$ cat src/rtl/router_pkg.sv
// Shared constants, encodings and FSM state type for the router output arbiter.
package router_pkg;

  localparam int unsigned NumPorts  = 3;

  localparam int unsigned PortX     = 0;
  localparam int unsigned PortY     = 1;
  localparam int unsigned PortLocal = 2;

  localparam int unsigned FailX     = 0;
  localparam int unsigned FailY     = 1;
  localparam int unsigned FailLocal = 2;

  localparam logic [1:0] SelNone  = 2'b00;
  localparam logic [1:0] SelX     = 2'b01;
  localparam logic [1:0] SelY     = 2'b10;
  localparam logic [1:0] SelLocal = 2'b11;

  typedef enum logic {StIdle, StLock} port_state_e;

  // Port index -> mux select / dest encoding.
  function automatic logic [1:0] port_sel(input logic [1:0] idx);
    return idx + 2'd1;
  endfunction

  function automatic logic [1:0] port_next(input logic [1:0] idx);
    return (idx == 2'(PortLocal)) ? 2'(PortX) : idx + 2'd1;
  endfunction

  // (ptr + off) mod NumPorts, for the round-robin scan.
  function automatic logic [1:0] rr_idx(input logic [1:0] ptr, input logic [1:0] off);
    logic [2:0] sum;
    sum = {1'b0, ptr} + {1'b0, off};
    if (sum >= 3'(NumPorts)) sum = sum - 3'(NumPorts);
    return sum[1:0];
  endfunction

endpackage

$ cat src/rtl/router_out_arbiter_if.sv
// Source-side request/grant and output-side flow-control bundle of the router output arbiter.
interface router_out_arbiter_if #(
  parameter int unsigned PKT_LEN_W = 4
) ();
  logic                 req_x, req_y, req_local;
  logic [1:0]           dest_x, dest_y, dest_local;
  logic [PKT_LEN_W-1:0] len_x, len_y, len_local;
  logic                 flit_vld_x, flit_vld_y, flit_vld_local;
  logic [2:0]           out_rdy;
  logic [2:0]           fail;

  logic                 gnt_x, gnt_y, gnt_local;
  logic                 abort_x, abort_y, abort_local;
  logic                 fwd_rdy_x, fwd_rdy_y, fwd_rdy_local;
  logic [2:0]           out_vld;
  logic [1:0]           control_x, control_y, control_local;
  logic [2:0]           busy;

  modport master (
    output req_x, req_y, req_local, dest_x, dest_y, dest_local,
    output len_x, len_y, len_local, flit_vld_x, flit_vld_y, flit_vld_local,
    output out_rdy, fail,
    input  gnt_x, gnt_y, gnt_local, abort_x, abort_y, abort_local,
    input  fwd_rdy_x, fwd_rdy_y, fwd_rdy_local, out_vld,
    input  control_x, control_y, control_local, busy
  );

  modport slave (
    input  req_x, req_y, req_local, dest_x, dest_y, dest_local,
    input  len_x, len_y, len_local, flit_vld_x, flit_vld_y, flit_vld_local,
    input  out_rdy, fail,
    output gnt_x, gnt_y, gnt_local, abort_x, abort_y, abort_local,
    output fwd_rdy_x, fwd_rdy_y, fwd_rdy_local, out_vld,
    output control_x, control_y, control_local, busy
  );
endinterface

$ cat src/rtl/out_port_fsm.sv
// One output port: round-robin pick among candidates, packet lock, flit counter and pointer.
module out_port_fsm
  import router_pkg::*;
#(
  parameter int unsigned PKT_LEN_W = 4
) (
  input  logic                               clk,
  input  logic                               rst_n,
  input  logic [NumPorts-1:0]                i_cand,
  input  logic [NumPorts-1:0][PKT_LEN_W-1:0] i_len,
  input  logic [NumPorts-1:0]                i_flit_vld,
  input  logic                               i_out_rdy,
  input  logic                               i_fail,
  output logic [NumPorts-1:0]                o_gnt,
  output logic [NumPorts-1:0]                o_abort,
  output logic [NumPorts-1:0]                o_locked,
  output logic                               o_busy,
  output logic                               o_out_vld,
  output logic [1:0]                         o_control
);

  port_state_e          r_state, w_state_d;
  logic [1:0]           r_src, w_src_d;
  logic [PKT_LEN_W-1:0] r_cnt, w_cnt_d;
  logic [1:0]           r_ptr, w_ptr_d;
  logic [NumPorts-1:0]  r_gnt, w_gnt_d;
  logic [NumPorts-1:0]  r_abort, w_abort_d;

  logic                 w_found;
  logic [1:0]           w_pick;
  logic [PKT_LEN_W-1:0] w_len_eff;
  logic                 w_xfer;

  always_comb begin
    w_found = 1'b0;
    w_pick  = r_ptr;
    for (int k = 0; k < NumPorts; k++) begin
      if (!w_found && i_cand[rr_idx(r_ptr, 2'(k))]) begin
        w_found = 1'b1;
        w_pick  = rr_idx(r_ptr, 2'(k));
      end
    end
  end

  // A zero-length header still moves one flit.
  assign w_len_eff = (i_len[w_pick] == '0) ? {{(PKT_LEN_W-1){1'b0}}, 1'b1} : i_len[w_pick];
  assign w_xfer    = (r_state == StLock) && i_flit_vld[r_src] && i_out_rdy;

  always_comb begin
    w_state_d = r_state;
    w_src_d   = r_src;
    w_cnt_d   = r_cnt;
    w_ptr_d   = r_ptr;
    w_gnt_d   = '0;
    w_abort_d = '0;
    unique case (r_state)
      StIdle: begin
        if (w_found) begin
          w_state_d        = StLock;
          w_src_d          = w_pick;
          w_cnt_d          = w_len_eff;
          w_gnt_d[w_pick]  = 1'b1;
        end
      end
      StLock: begin
        // A failing port wins over a coinciding last flit.
        if (i_fail) begin
          w_state_d       = StIdle;
          w_abort_d[r_src] = 1'b1;
        end else if (w_xfer) begin
          w_cnt_d = r_cnt - 1'b1;
          if (r_cnt == {{(PKT_LEN_W-1){1'b0}}, 1'b1}) begin
            w_state_d = StIdle;
            w_ptr_d   = port_next(r_src);
          end
        end
      end
      default: w_state_d = StIdle;
    endcase
  end

  always_ff @(posedge clk) begin
    if (rst_n) begin
      r_state <= StIdle;
      r_src   <= '0;
      r_cnt   <= '0;
      r_ptr   <= 2'(PortX);
      r_gnt   <= '0;
      r_abort <= '0;
    end else begin
      r_state <= w_state_d;
      r_src   <= w_src_d;
      r_cnt   <= w_cnt_d;
      r_ptr   <= w_ptr_d;
      r_gnt   <= w_gnt_d;
      r_abort <= w_abort_d;
    end
  end

  always_comb begin
    o_locked = '0;
    if (r_state == StLock) o_locked[r_src] = 1'b1;
  end

  assign o_gnt     = r_gnt;
  assign o_abort   = r_abort;
  assign o_busy    = (r_state == StLock);
  assign o_out_vld = (r_state == StLock) && i_flit_vld[r_src];
  assign o_control = (r_state == StLock) ? port_sel(r_src) : SelNone;

endmodule

$ cat src/rtl/router_out_arbiter.sv
// Output-port arbiter for the 3-port router: candidate masking, per-output FSMs, per-input merge.
module router_out_arbiter
  import router_pkg::*;
#(
  parameter int unsigned PKT_LEN_W = 4
) (
  input  logic                 clk,
  input  logic                 rst_n,
  router_out_arbiter_if.slave  bus
);

  localparam logic [1:0]  OutSel  [NumPorts] = '{SelX, SelY, SelLocal};
  localparam int unsigned FailBit [NumPorts] = '{FailX, FailY, FailLocal};

  logic [NumPorts-1:0]                w_req;
  logic [NumPorts-1:0][1:0]           w_dest;
  logic [NumPorts-1:0][PKT_LEN_W-1:0] w_len;
  logic [NumPorts-1:0]                w_flit_vld;

  // Indexed [output][source].
  logic [NumPorts-1:0][NumPorts-1:0]  w_cand;
  logic [NumPorts-1:0][NumPorts-1:0]  w_gnt;
  logic [NumPorts-1:0][NumPorts-1:0]  w_abort;
  logic [NumPorts-1:0][NumPorts-1:0]  w_locked;
  logic [NumPorts-1:0][1:0]           w_control;
  logic [NumPorts-1:0]                w_busy;
  logic [NumPorts-1:0]                w_out_vld;

  logic [NumPorts-1:0]                w_src_locked;
  logic [NumPorts-1:0]                w_gnt_in;
  logic [NumPorts-1:0]                w_abort_in;
  logic [NumPorts-1:0]                w_fwd_rdy;

  assign w_req      = {bus.req_local, bus.req_y, bus.req_x};
  assign w_dest     = {bus.dest_local, bus.dest_y, bus.dest_x};
  assign w_len      = {bus.len_local, bus.len_y, bus.len_x};
  assign w_flit_vld = {bus.flit_vld_local, bus.flit_vld_y, bus.flit_vld_x};

  always_comb begin
    w_src_locked = '0;
    w_gnt_in     = '0;
    w_abort_in   = '0;
    w_fwd_rdy    = '0;
    for (int o = 0; o < NumPorts; o++) begin
      w_src_locked = w_src_locked | w_locked[o];
      w_gnt_in     = w_gnt_in | w_gnt[o];
      w_abort_in   = w_abort_in | w_abort[o];
      w_fwd_rdy    = w_fwd_rdy | (w_locked[o] & {NumPorts{bus.out_rdy[o]}});
    end
  end

  // A source already holding a connection cannot be picked again.
  always_comb begin
    w_cand = '0;
    for (int o = 0; o < NumPorts; o++) begin
      for (int s = 0; s < NumPorts; s++) begin
        w_cand[o][s] = w_req[s] && (w_dest[s] == OutSel[o]) && !w_src_locked[s] &&
                       !bus.fail[FailBit[o]];
      end
    end
  end

  for (genvar o = 0; o < NumPorts; o++) begin : g_port
    out_port_fsm #(
      .PKT_LEN_W (PKT_LEN_W)
    ) u_fsm (
      .clk        (clk),
      .rst_n      (rst_n),
      .i_cand     (w_cand[o]),
      .i_len      (w_len),
      .i_flit_vld (w_flit_vld),
      .i_out_rdy  (bus.out_rdy[o]),
      .i_fail     (bus.fail[FailBit[o]]),
      .o_gnt      (w_gnt[o]),
      .o_abort    (w_abort[o]),
      .o_locked   (w_locked[o]),
      .o_busy     (w_busy[o]),
      .o_out_vld  (w_out_vld[o]),
      .o_control  (w_control[o])
    );
  end

  assign bus.gnt_x         = w_gnt_in[PortX];
  assign bus.gnt_y         = w_gnt_in[PortY];
  assign bus.gnt_local     = w_gnt_in[PortLocal];
  assign bus.abort_x       = w_abort_in[PortX];
  assign bus.abort_y       = w_abort_in[PortY];
  assign bus.abort_local   = w_abort_in[PortLocal];
  assign bus.fwd_rdy_x     = w_fwd_rdy[PortX];
  assign bus.fwd_rdy_y     = w_fwd_rdy[PortY];
  assign bus.fwd_rdy_local = w_fwd_rdy[PortLocal];
  assign bus.out_vld       = w_out_vld;
  assign bus.busy          = w_busy;
  assign bus.control_x     = w_control[PortX];
  assign bus.control_y     = w_control[PortY];
  assign bus.control_local = w_control[PortLocal];

endmodule

$ cat src/flat_wrapper.sv
// flat-port wrapper written by rule: the top's interface ports become plain ports
module router_out_arbiter_flat import router_pkg::*;
#(
  parameter int unsigned PKT_LEN_W = 4
)
  (clk, rst_n, bus_req_x, bus_req_y, bus_req_local, bus_dest_x, bus_dest_y, bus_dest_local, bus_len_x, bus_len_y, bus_len_local, bus_flit_vld_x, bus_flit_vld_y, bus_flit_vld_local, bus_out_rdy, bus_fail, bus_gnt_x, bus_gnt_y, bus_gnt_local, bus_abort_x, bus_abort_y, bus_abort_local, bus_fwd_rdy_x, bus_fwd_rdy_y, bus_fwd_rdy_local, bus_out_vld, bus_control_x, bus_control_y, bus_control_local, bus_busy);
  router_out_arbiter_if #(.PKT_LEN_W(PKT_LEN_W)) bus_i ();
  input  logic clk;
  input  logic rst_n;
  input wire logic [$bits(bus_i.req_x)-1:0] bus_req_x;
  input wire logic [$bits(bus_i.req_y)-1:0] bus_req_y;
  input wire logic [$bits(bus_i.req_local)-1:0] bus_req_local;
  input wire logic [$bits(bus_i.dest_x)-1:0] bus_dest_x;
  input wire logic [$bits(bus_i.dest_y)-1:0] bus_dest_y;
  input wire logic [$bits(bus_i.dest_local)-1:0] bus_dest_local;
  input wire logic [$bits(bus_i.len_x)-1:0] bus_len_x;
  input wire logic [$bits(bus_i.len_y)-1:0] bus_len_y;
  input wire logic [$bits(bus_i.len_local)-1:0] bus_len_local;
  input wire logic [$bits(bus_i.flit_vld_x)-1:0] bus_flit_vld_x;
  input wire logic [$bits(bus_i.flit_vld_y)-1:0] bus_flit_vld_y;
  input wire logic [$bits(bus_i.flit_vld_local)-1:0] bus_flit_vld_local;
  input wire logic [$bits(bus_i.out_rdy)-1:0] bus_out_rdy;
  input wire logic [$bits(bus_i.fail)-1:0] bus_fail;
  output wire logic [$bits(bus_i.gnt_x)-1:0] bus_gnt_x;
  output wire logic [$bits(bus_i.gnt_y)-1:0] bus_gnt_y;
  output wire logic [$bits(bus_i.gnt_local)-1:0] bus_gnt_local;
  output wire logic [$bits(bus_i.abort_x)-1:0] bus_abort_x;
  output wire logic [$bits(bus_i.abort_y)-1:0] bus_abort_y;
  output wire logic [$bits(bus_i.abort_local)-1:0] bus_abort_local;
  output wire logic [$bits(bus_i.fwd_rdy_x)-1:0] bus_fwd_rdy_x;
  output wire logic [$bits(bus_i.fwd_rdy_y)-1:0] bus_fwd_rdy_y;
  output wire logic [$bits(bus_i.fwd_rdy_local)-1:0] bus_fwd_rdy_local;
  output wire logic [$bits(bus_i.out_vld)-1:0] bus_out_vld;
  output wire logic [$bits(bus_i.control_x)-1:0] bus_control_x;
  output wire logic [$bits(bus_i.control_y)-1:0] bus_control_y;
  output wire logic [$bits(bus_i.control_local)-1:0] bus_control_local;
  output wire logic [$bits(bus_i.busy)-1:0] bus_busy;
  assign bus_i.req_x = bus_req_x;
  assign bus_i.req_y = bus_req_y;
  assign bus_i.req_local = bus_req_local;
  assign bus_i.dest_x = bus_dest_x;
  assign bus_i.dest_y = bus_dest_y;
  assign bus_i.dest_local = bus_dest_local;
  assign bus_i.len_x = bus_len_x;
  assign bus_i.len_y = bus_len_y;
  assign bus_i.len_local = bus_len_local;
  assign bus_i.flit_vld_x = bus_flit_vld_x;
  assign bus_i.flit_vld_y = bus_flit_vld_y;
  assign bus_i.flit_vld_local = bus_flit_vld_local;
  assign bus_i.out_rdy = bus_out_rdy;
  assign bus_i.fail = bus_fail;
  assign bus_gnt_x = bus_i.gnt_x;
  assign bus_gnt_y = bus_i.gnt_y;
  assign bus_gnt_local = bus_i.gnt_local;
  assign bus_abort_x = bus_i.abort_x;
  assign bus_abort_y = bus_i.abort_y;
  assign bus_abort_local = bus_i.abort_local;
  assign bus_fwd_rdy_x = bus_i.fwd_rdy_x;
  assign bus_fwd_rdy_y = bus_i.fwd_rdy_y;
  assign bus_fwd_rdy_local = bus_i.fwd_rdy_local;
  assign bus_out_vld = bus_i.out_vld;
  assign bus_control_x = bus_i.control_x;
  assign bus_control_y = bus_i.control_y;
  assign bus_control_local = bus_i.control_local;
  assign bus_busy = bus_i.busy;
  router_out_arbiter #(.PKT_LEN_W(PKT_LEN_W)) u_core (.clk(clk), .rst_n(rst_n), .bus(bus_i));
endmodule
$ cat config.mk
export PLATFORM = sky130hd
export DESIGN_NAME = router_out_arbiter_flat
export DESIGN_NICKNAME = d
export VERILOG_FILES = /design/src/rtl/router_pkg.sv /design/src/rtl/router_out_arbiter_if.sv /design/src/rtl/out_port_fsm.sv /design/src/rtl/router_out_arbiter.sv /design/src/flat_wrapper.sv
export SDC_FILE = /design/constraint.sdc
export NUM_CORES = 1
export LEC_CHECK = 0
export CAP_MARGIN = 10
export CORE_ASPECT_RATIO = 1.2
export CORE_MARGIN = 2
export CORE_UTILIZATION = 25
export CTS_CLUSTER_DIAMETER = 80
export DETAILED_ROUTE_END_ITERATION = 7
export REMOVE_ABC_BUFFERS = 1
export SETUP_SLACK_MARGIN = 0.1
export SKIP_LAST_GASP = 1
export SLEW_MARGIN = 10
export SYNTH_ARGS = -nofsm -noshare
export SYNTH_HDL_FRONTEND = slang
export SYNTH_SLANG_ARGS = --single-unit
$ cat constraint.sdc
create_clock -name clk -period 3.3 [get_ports clk]
set_input_delay 0.66 -clock clk [delete_from_list [all_inputs] [get_ports clk]]
set_output_delay 0.66 -clock clk [all_outputs]
set_load 0.005 [all_outputs]
### After elaboration in Yosys (flattened, before gate mapping)

Cells that the tools add are included.

| cells by class | value |
|---|---|
| add/subtract/negate cells | 21 |
| $mul | 0 |
| div/mod/pow operators | 0 |
| order comparisons | 30 |
| eq/ne operators | 24 |
| shift operators | 0 |
| mux-type cells | 108 |
| bitwise gates (word level) | 20 |
| reductions and logical operators | 75 |

Operators with widths:

| operator | count |
|---|---|
| 4-bit 2-to-1 mux | 15 |
| 2-bit 2-to-1 mux | 24 |
| 1-bit logical AND | 45 |
| 2-bit by 3-bit < comparator with 1-bit output, second input constant | 15 |
| 1-bit 2-to-1 mux | 39 |
| 1-bit binary-select mux with 2-bit select | 12 |
| 4-bit binary-select mux with 2-bit select | 3 |
| 3-bit bitwise OR | 8 |
| 4-bit one-hot mux with 2 select lines | 3 |
| 2-bit equality test, second input constant | 9 |
| 3-bit by 2-bit >= comparator with 1-bit output, second input constant | 6 |
| 3-bit OR reduction | 6 |
| 2-bit subtractor, second input constant | 9 |
| 1-bit demux with 2-bit select | 6 |
| 4-bit by 1-bit equality test with 1-bit output, second input constant | 3 |
| 2-bit by 1-bit >= comparator with 1-bit output, second input constant | 6 |
| 1-bit zero test | 12 |
| 4-bit zero test | 3 |
| 2-bit != test, second input constant | 6 |
| 4-bit AND reduction | 3 |
| 4-bit by 1-bit subtractor with 4-bit output, second input constant | 3 |
| 2-bit by 1-bit adder with 3-bit output, second input constant | 3 |
| 2-bit by 2-bit adder with 3-bit output, second input constant | 3 |
| 3-bit AND | 3 |
| other kinds (9) | 33 |

| word-level totals | value |
|---|---|
| register bits after elaboration | 45 |
| bits in latches | 0 |
| bits in writable memories | 0 |
| memory bits (read-only) | 0 |
| input port bits | 32 |
| output and inout port bits | 21 |
| word-level logic and storage cells | 296 |
| memories | 0 |

### Depth between registers and ports, before layout

| depth | value |
|---|---|
| depth in word-level cells | 25 |
| mapped depth | 13 |
| depth with buffers taken out | 11 |

### Cells and area by module

From an unflattened synthesis, not the netlist that was laid out.

| second synthesis, totals | value |
|---|---|
| cell total of the unflattened synthesis | 479 |
| area, all modules | 3,980.1 sq um |

Modules (own cells, without submodules):

| module | times used | cells an instance | area each (sq um) | sequential area each (sq um) |
|---|---|---|---|---|
| out_port_fsm at u_core.g_port[1].u_fsm | 1 | 151 | 1,278.7 | 300.3 |
| out_port_fsm at u_core.g_port[2].u_fsm | 1 | 153 | 1,237.4 | 300.3 |
| out_port_fsm at u_core.g_port[0].u_fsm | 1 | 148 | 1,227.4 | 300.3 |
| router_out_arbiter | 1 | 27 | 236.5 | 0.0 |

### Worst setup path before layout

Ideal clock, no wire load.

| path | value |
|---|---|
| path kind | register to register |
| start | reg u_core.g_port[1].u_fsm.r_src[0] |
| end | reg u_core.g_port[1].u_fsm.r_cnt[0] |
| setup time | 86 ps |
| arrival | 3,058 ps |
| required time | 3,214 ps |
| setup slack | 155 ps |
| stages on the path, launching flop included | 13 |
| buffers on the path | 1 |
| period minus slack after synthesis | 3,145 ps |
| cells stage by stage | dfxtp_1 inv_1 ha_1 a22oi_2 and4_1 buf_4 a22oi_2 a32o_1 o32ai_4 mux2i_1 o2bb2ai_1 or4b_1 a221oi_2 |

| between the ends | value |
|---|---|
| longest elaborated chain between the ends | 25 |

Ends and longest elaborated chain:

| item | line | RTL |
|---|---|---|
| from (decl) | out_port_fsm.sv:23 | `logic [1:0] r_src, w_src_d;` |
| from (signal assigned) | out_port_fsm.sv:92 | `r_src <= w_src_d;` |
| 2-bit by 3-bit < comparator with 1-bit output (implied by the code) or 2-bit by 1-bit >= comparator with 1-bit output (tied branches) | out_port_fsm.sv:102 | `if (r_state == StLock) o_locked[r_src] = 1'b1;` |
| 1-bit logical AND (implied by the code) | out_port_fsm.sv:102 |  |
| 1-bit 2-to-1 mux (implied by the code) | out_port_fsm.sv:102 |  |
| 1-bit demux with 2-bit select | out_port_fsm.sv:102 |  |
| 3-bit 2-to-1 mux | out_port_fsm.sv:102 |  |
| 3-bit bitwise OR (2 in a row) | router_out_arbiter.sv:45 | `w_src_locked = w_src_locked \| w_locked[o];` |
| 1-bit zero test | router_out_arbiter.sv:57 | `w_cand[o][s] = w_req[s] && (w_dest[s] == OutSel[o]) && !w_src_locked[s] &&` |
| 1-bit logical AND (2 in a row) | router_out_arbiter.sv:57 |  |
| [7 not listed] | n/a |  |
| 1-bit logical AND | out_port_fsm.sv:38 | `if (!w_found && i_cand[rr_idx(r_ptr, 2'(k))]) begin` |
| 2-bit 2-to-1 mux | out_port_fsm.sv:38 |  |
| 4-bit binary-select mux with 2-bit select | out_port_fsm.sv:46 | `assign w_len_eff = (i_len[w_pick] == '0) ? {{(PKT_LEN_W-1){1'b0}}, 1'b1} : i_len[w_pick];` |
| 4-bit 2-to-1 mux (implied by the code) | out_port_fsm.sv:46 |  |
| 4-bit zero test | out_port_fsm.sv:46 |  |
| 4-bit 2-to-1 mux | out_port_fsm.sv:46 |  |
| 4-bit 2-to-1 mux | out_port_fsm.sv:58 | `if (w_found) begin` |
| 4-bit one-hot mux with 2 select lines | out_port_fsm.sv:56 | `unique case (r_state)` |
| to (signal assigned) | out_port_fsm.sv:93 | `r_cnt <= w_cnt_d;` |
| to (decl) | out_port_fsm.sv:24 | `logic [PKT_LEN_W-1:0] r_cnt, w_cnt_d;` |

Several ways; a longest one is shown, not always the timed one. The select of a mux whose other input is x is not followed.
A chain may end at the register's enable or synchronous reset.

### Worst setup path in the final report

| path | value |
|---|---|
| start | reg u_core.g_port[2].u_fsm.r_src[1] |
| end | reg u_core.g_port[1].u_fsm.r_cnt[0] |

| between the ends | value |
|---|---|
| longest elaborated chain between the ends | 24 |

Ends and longest elaborated chain:

| item | line |
|---|---|
| from (decl) | out_port_fsm.sv:23 |
| from (signal assigned) | out_port_fsm.sv:92 |
| 2-bit by 3-bit < comparator with 1-bit output (implied by the code) or 2-bit by 1-bit >= comparator with 1-bit output (tied branches) | out_port_fsm.sv:102 |
| 1-bit logical AND (implied by the code) | out_port_fsm.sv:102 |
| 1-bit 2-to-1 mux (implied by the code) | out_port_fsm.sv:102 |
| 1-bit demux with 2-bit select (*) | out_port_fsm.sv:102 |
| 3-bit 2-to-1 mux (*) | out_port_fsm.sv:102 |
| 3-bit bitwise OR (*) | router_out_arbiter.sv:45 |
| 1-bit zero test | router_out_arbiter.sv:57 |
| 1-bit logical AND (2 in a row) | router_out_arbiter.sv:57 |
| [7 not listed] | n/a |
| 1-bit logical AND | out_port_fsm.sv:38 |
| 2-bit 2-to-1 mux | out_port_fsm.sv:38 |
| 4-bit binary-select mux with 2-bit select | out_port_fsm.sv:46 |
| 4-bit 2-to-1 mux (implied by the code) | out_port_fsm.sv:46 |
| 4-bit zero test | out_port_fsm.sv:46 |
| 4-bit 2-to-1 mux | out_port_fsm.sv:46 |
| 4-bit 2-to-1 mux | out_port_fsm.sv:58 |
| 4-bit one-hot mux with 2 select lines | out_port_fsm.sv:56 |

Every way passes the cells marked *; elsewhere a longest branch is shown, timed or not. The select of a mux whose other input is x is not followed.

==> results.md <==
* GRT Overall Usage at 0.157
* RePlAce Congestion at 0.930
* Placed Area at 4910 um^2
* Ys async rst share at 0
* Starting density of the core at 0.253
* Layout cells sized above 1 at 0.292
* Reg2Reg Launch Point: u_core.g_port[2].u_fsm.r_src[1]$_SDFFE_PP0P_
* Sequential power share at 0.367
* DR WL/cell at 16.1 um
* Tmin final at 3.15 ns
* Dpl hpwl at 9860 um
* PortBufs at 52
* Die area at 16000 um^2
* Maximum clock rate at 0.318 GHz
* Power per cell area at 298 nW/um^2
* Clock Sinks at 45
* Unrepaired setup endpoints after global routing: yes
* Setup TNS at 0 ns
* Post-synth EDFFs at 0
* Diode count at 0
* RR Endpoint: u_core.g_port[1].u_fsm.r_cnt[0]$_SDFFE_PP0P_
* R2R cell count at 13
* Row count at 49
* Worst Skew at 0.0125 ns
* Antenna violations before repair at 0
* Synth warnings at 0
* Worst setup endpoint: u_core.g_port[1].u_fsm.r_cnt[0]$_SDFFE_PP0P_
* Via/cell ratio at 5.12
* Final WL at 12800 um
* Iter 0 DRT Violations at 300
* Worst Setup End Kind: flop
* Vias in the first global route at 4070
* Period utilization at 0.953
* Post-synthesis cell count at 476
* Internal power at 0.00111 W
* First drt pass iteration count at 5
* CTS tree: yes
* Worst Setup Start Kind: flop
* Leak at 2.11 nW
* Arr. time, crit path at 3.35 ns
* Crit path max fanout at 6
* Fin area at 5440 um^2
* H-tree depth at 2
* CORE AREA at 14800 um^2
* Synthesis-stage register bit count at 45
* Die H at 138 um
* First-pass GRT wire length at 20300 um
* Crit path required time at 3.50 ns
* Layout area overhead at 45.0%
* Pin count of the biggest net entering global routing at 38
* Sw Ratio at 0.318
* Post-Syn Area at 3750 um^2
* DR DRC count at 0
* Critical path origin: u_core.g_port[2].u_fsm.r_src[1]$_SDFFE_PP0P_
* Longest Clk Path Bufs at 2
* Worst-path clk slew at 0.07 ns
* Final Setup Violations at 0
* Final hold vios at 0
* Status: finished, final reports clean
* Post-route ant nets at 0
* Worst-margin pin slew at 0.453 ns
* TritonCTS Buffers at 5
* Most common cell after layout, fill and taps aside: buf_4
* Prevailing post-synth register cell: dfxtp_1
* Die Width at 116 um
* Max Cap Viol at 0
* Layout Nets at 650
* CTS Hold Bufs at 0
* Post-synthesis sequential area ratio at 0.240
* Root buffer cell: clkbuf_16
* Share of power burned in the clock network at 0.334
* Final Slew Violations at 0
* Sw power at 0.000515 W
* Post-synth cell types at 64
* Reg2Reg Setup Slack at 0.15 ns
* Worst skew pair latency at 0.30 ns
* Slew headroom at 0.698
* VDD IR max at 0.000205 V
* Io pins at 53
* Commonest cells after routing, fill and taps aside: 84 x buf_4, 49 x nor2_1, 40 x clkdlybuf4s50_1
* Setup CP Type: flop to flop
* GRT Residual Overflow at 0
* Syn_area_per_cell at 7.88 um^2
* Combinational share of power at 0.300
* Hold WC Path Type: flop to flop
* Via count at 4075
-- power groups by stage --
| stage | Clock (W) | Combinational (W) | Sequential (W) |
|---|---|---|---|
| finish | 0.000542 | 0.000486 | 0.000595 |
| floorplan | 0 | 0.000199 | 0.000603 |
| detailed placement | 0 | 0.000433 | 0.000601 |
| global placement | 0 | 0.000430 | 0.000600 |
| global route | 0.000576 | 0.000525 | 0.000598 |
| CTS | 0.000551 | 0.000446 | 0.000589 |
-- sequential cells by signal, indices dropped and copies added, names as in the netlist --
register	flops
u_core.g_port.u_fsm.r_cnt	12
u_core.g_port.u_fsm.o_abort	9
u_core.g_port.u_fsm.o_gnt	9
u_core.g_port.u_fsm.r_ptr	6
u_core.g_port.u_fsm.r_src	6
u_core.g_port.u_fsm.o_busy	3
-- worst min path at each step --
stage                                                             from                                      endpoint  slack (ns)  depth (start not counted)
final                     u_core.g_port[2].u_fsm.r_cnt[1]$_SDFFE_PP0P_  u_core.g_port[2].u_fsm.r_cnt[1]$_SDFFE_PP0P_        0.51                          2
after global routing      u_core.g_port[1].u_fsm.r_src[0]$_SDFFE_PP0P_  u_core.g_port[1].u_fsm.r_src[0]$_SDFFE_PP0P_        0.54                          2
after CTS                 u_core.g_port[2].u_fsm.r_cnt[1]$_SDFFE_PP0P_  u_core.g_port[2].u_fsm.r_cnt[1]$_SDFFE_PP0P_        0.50                          2
after detailed placement  u_core.g_port[2].u_fsm.r_cnt[1]$_SDFFE_PP0P_  u_core.g_port[2].u_fsm.r_cnt[1]$_SDFFE_PP0P_        0.49                          2
after global placement    u_core.g_port[2].u_fsm.r_cnt[1]$_SDFFE_PP0P_  u_core.g_port[2].u_fsm.r_cnt[1]$_SDFFE_PP0P_        0.48                          2
after floorplan           u_core.g_port[2].u_fsm.r_cnt[1]$_SDFFE_PP0P_  u_core.g_port[2].u_fsm.r_cnt[1]$_SDFFE_PP0P_        0.45                          2
-- what timing repair did --
action,4_1_cts,5_1_grt
gates resized for setup,18,73
endpoints found under the setup margin,6,11
pin swaps,10,20
setup buffers,8,4
-- through the flow --
step | instances | hold slack (ns) | util | worst slack, ns | total power (W)
floorplan | 445 | 0.453 | - | 0.114 | 0.000802
global placement | 776 | 0.478 | 0.331 | -0.464 | 0.00103
detailed placement | 776 | 0.489 | 0.331 | -0.501 | 0.00103
CTS | 792 | 0.499 | 0.347 | 0.0399 | 0.00159
global route | 796 | 0.536 | 0.367 | 0.0681 | 0.00170
finish | 796 | 0.506 | 0.367 | 0.155 | 0.00162
-- layer usage --
metal / part of all wire / up-vias / track usage / wire length, um
met1: 0.41 / 1937 / 0.190 / 5290
met4: 0.026 / 0 / 0.0445 / 328
li1: - / 1990 / - / -
met2: 0.52 / 124 / 0.282 / 6640
met3: 0.043 / 24 / 0.0272 / 557
met5: 0 / - / 0 / 0
-- Yosys cell counts (all sizes together) (9+ instances only) --
cell type  instances  area [um^2]
a21oi             27          146
a31oi              9         56.3
and2              14         87.6
buf               13          110
clkbuf            18         68.8
dfxtp             45          901
ha                27          338
inv               22         82.6
mux2i             12          120
nand2             25         93.8
nand3             29          145
nand4              9         56.3
nor2              50          188
nor2b             11         68.8
nor3              14         70.1
o21ai             26          130
or3               14         87.6
-- kinds of logic after synthesis --
| kind of cell | Yosys count | synth area share |
|---|---|---|
| AOI/OAI and AO/OA | 126 | 0.254 |
| buffers and inverters | 53 | 0.0697 |
| and+or+nand+nor | 207 | 0.296 |
| DFF | 45 | 0.240 |
| adders and majority gates | 27 | 0.0901 |
| muxes | 18 | 0.0500 |
-- worst max-delay path, stage by stage (launching register included) --
cell       delay (ns)
dfxtp_4          0.39
inv_2            0.07
ha_4             0.18
a22oi_4          0.21
buf_6            0.16
nand3_4          0.07
a2bb2oi_2        0.14
a32o_2           0.24
o32ai_4          0.33
buf_6            0.17
mux2i_4          0.24
o2bb2ai_2        0.08
or4b_4           0.54
a221oi_2         0.24
-- final cells by class --
| type | instances | area (um^2) |
|---|---|---|
| Fill cell | 1525 | 9400 |
| Multi-Input combinational cell | 378 | 2840 |
| Timing Repair Buffer | 139 | 1180 |
| Sequential cell | 45 | 917 |
| Tap cell | 204 | 255 |
| Clock buffer | 5 | 125 |
| Inverter | 22 | 87.6 |
| Clock inverter | 3 | 28.8 |
No activity file was read; power rests on OpenSTA's default activity.
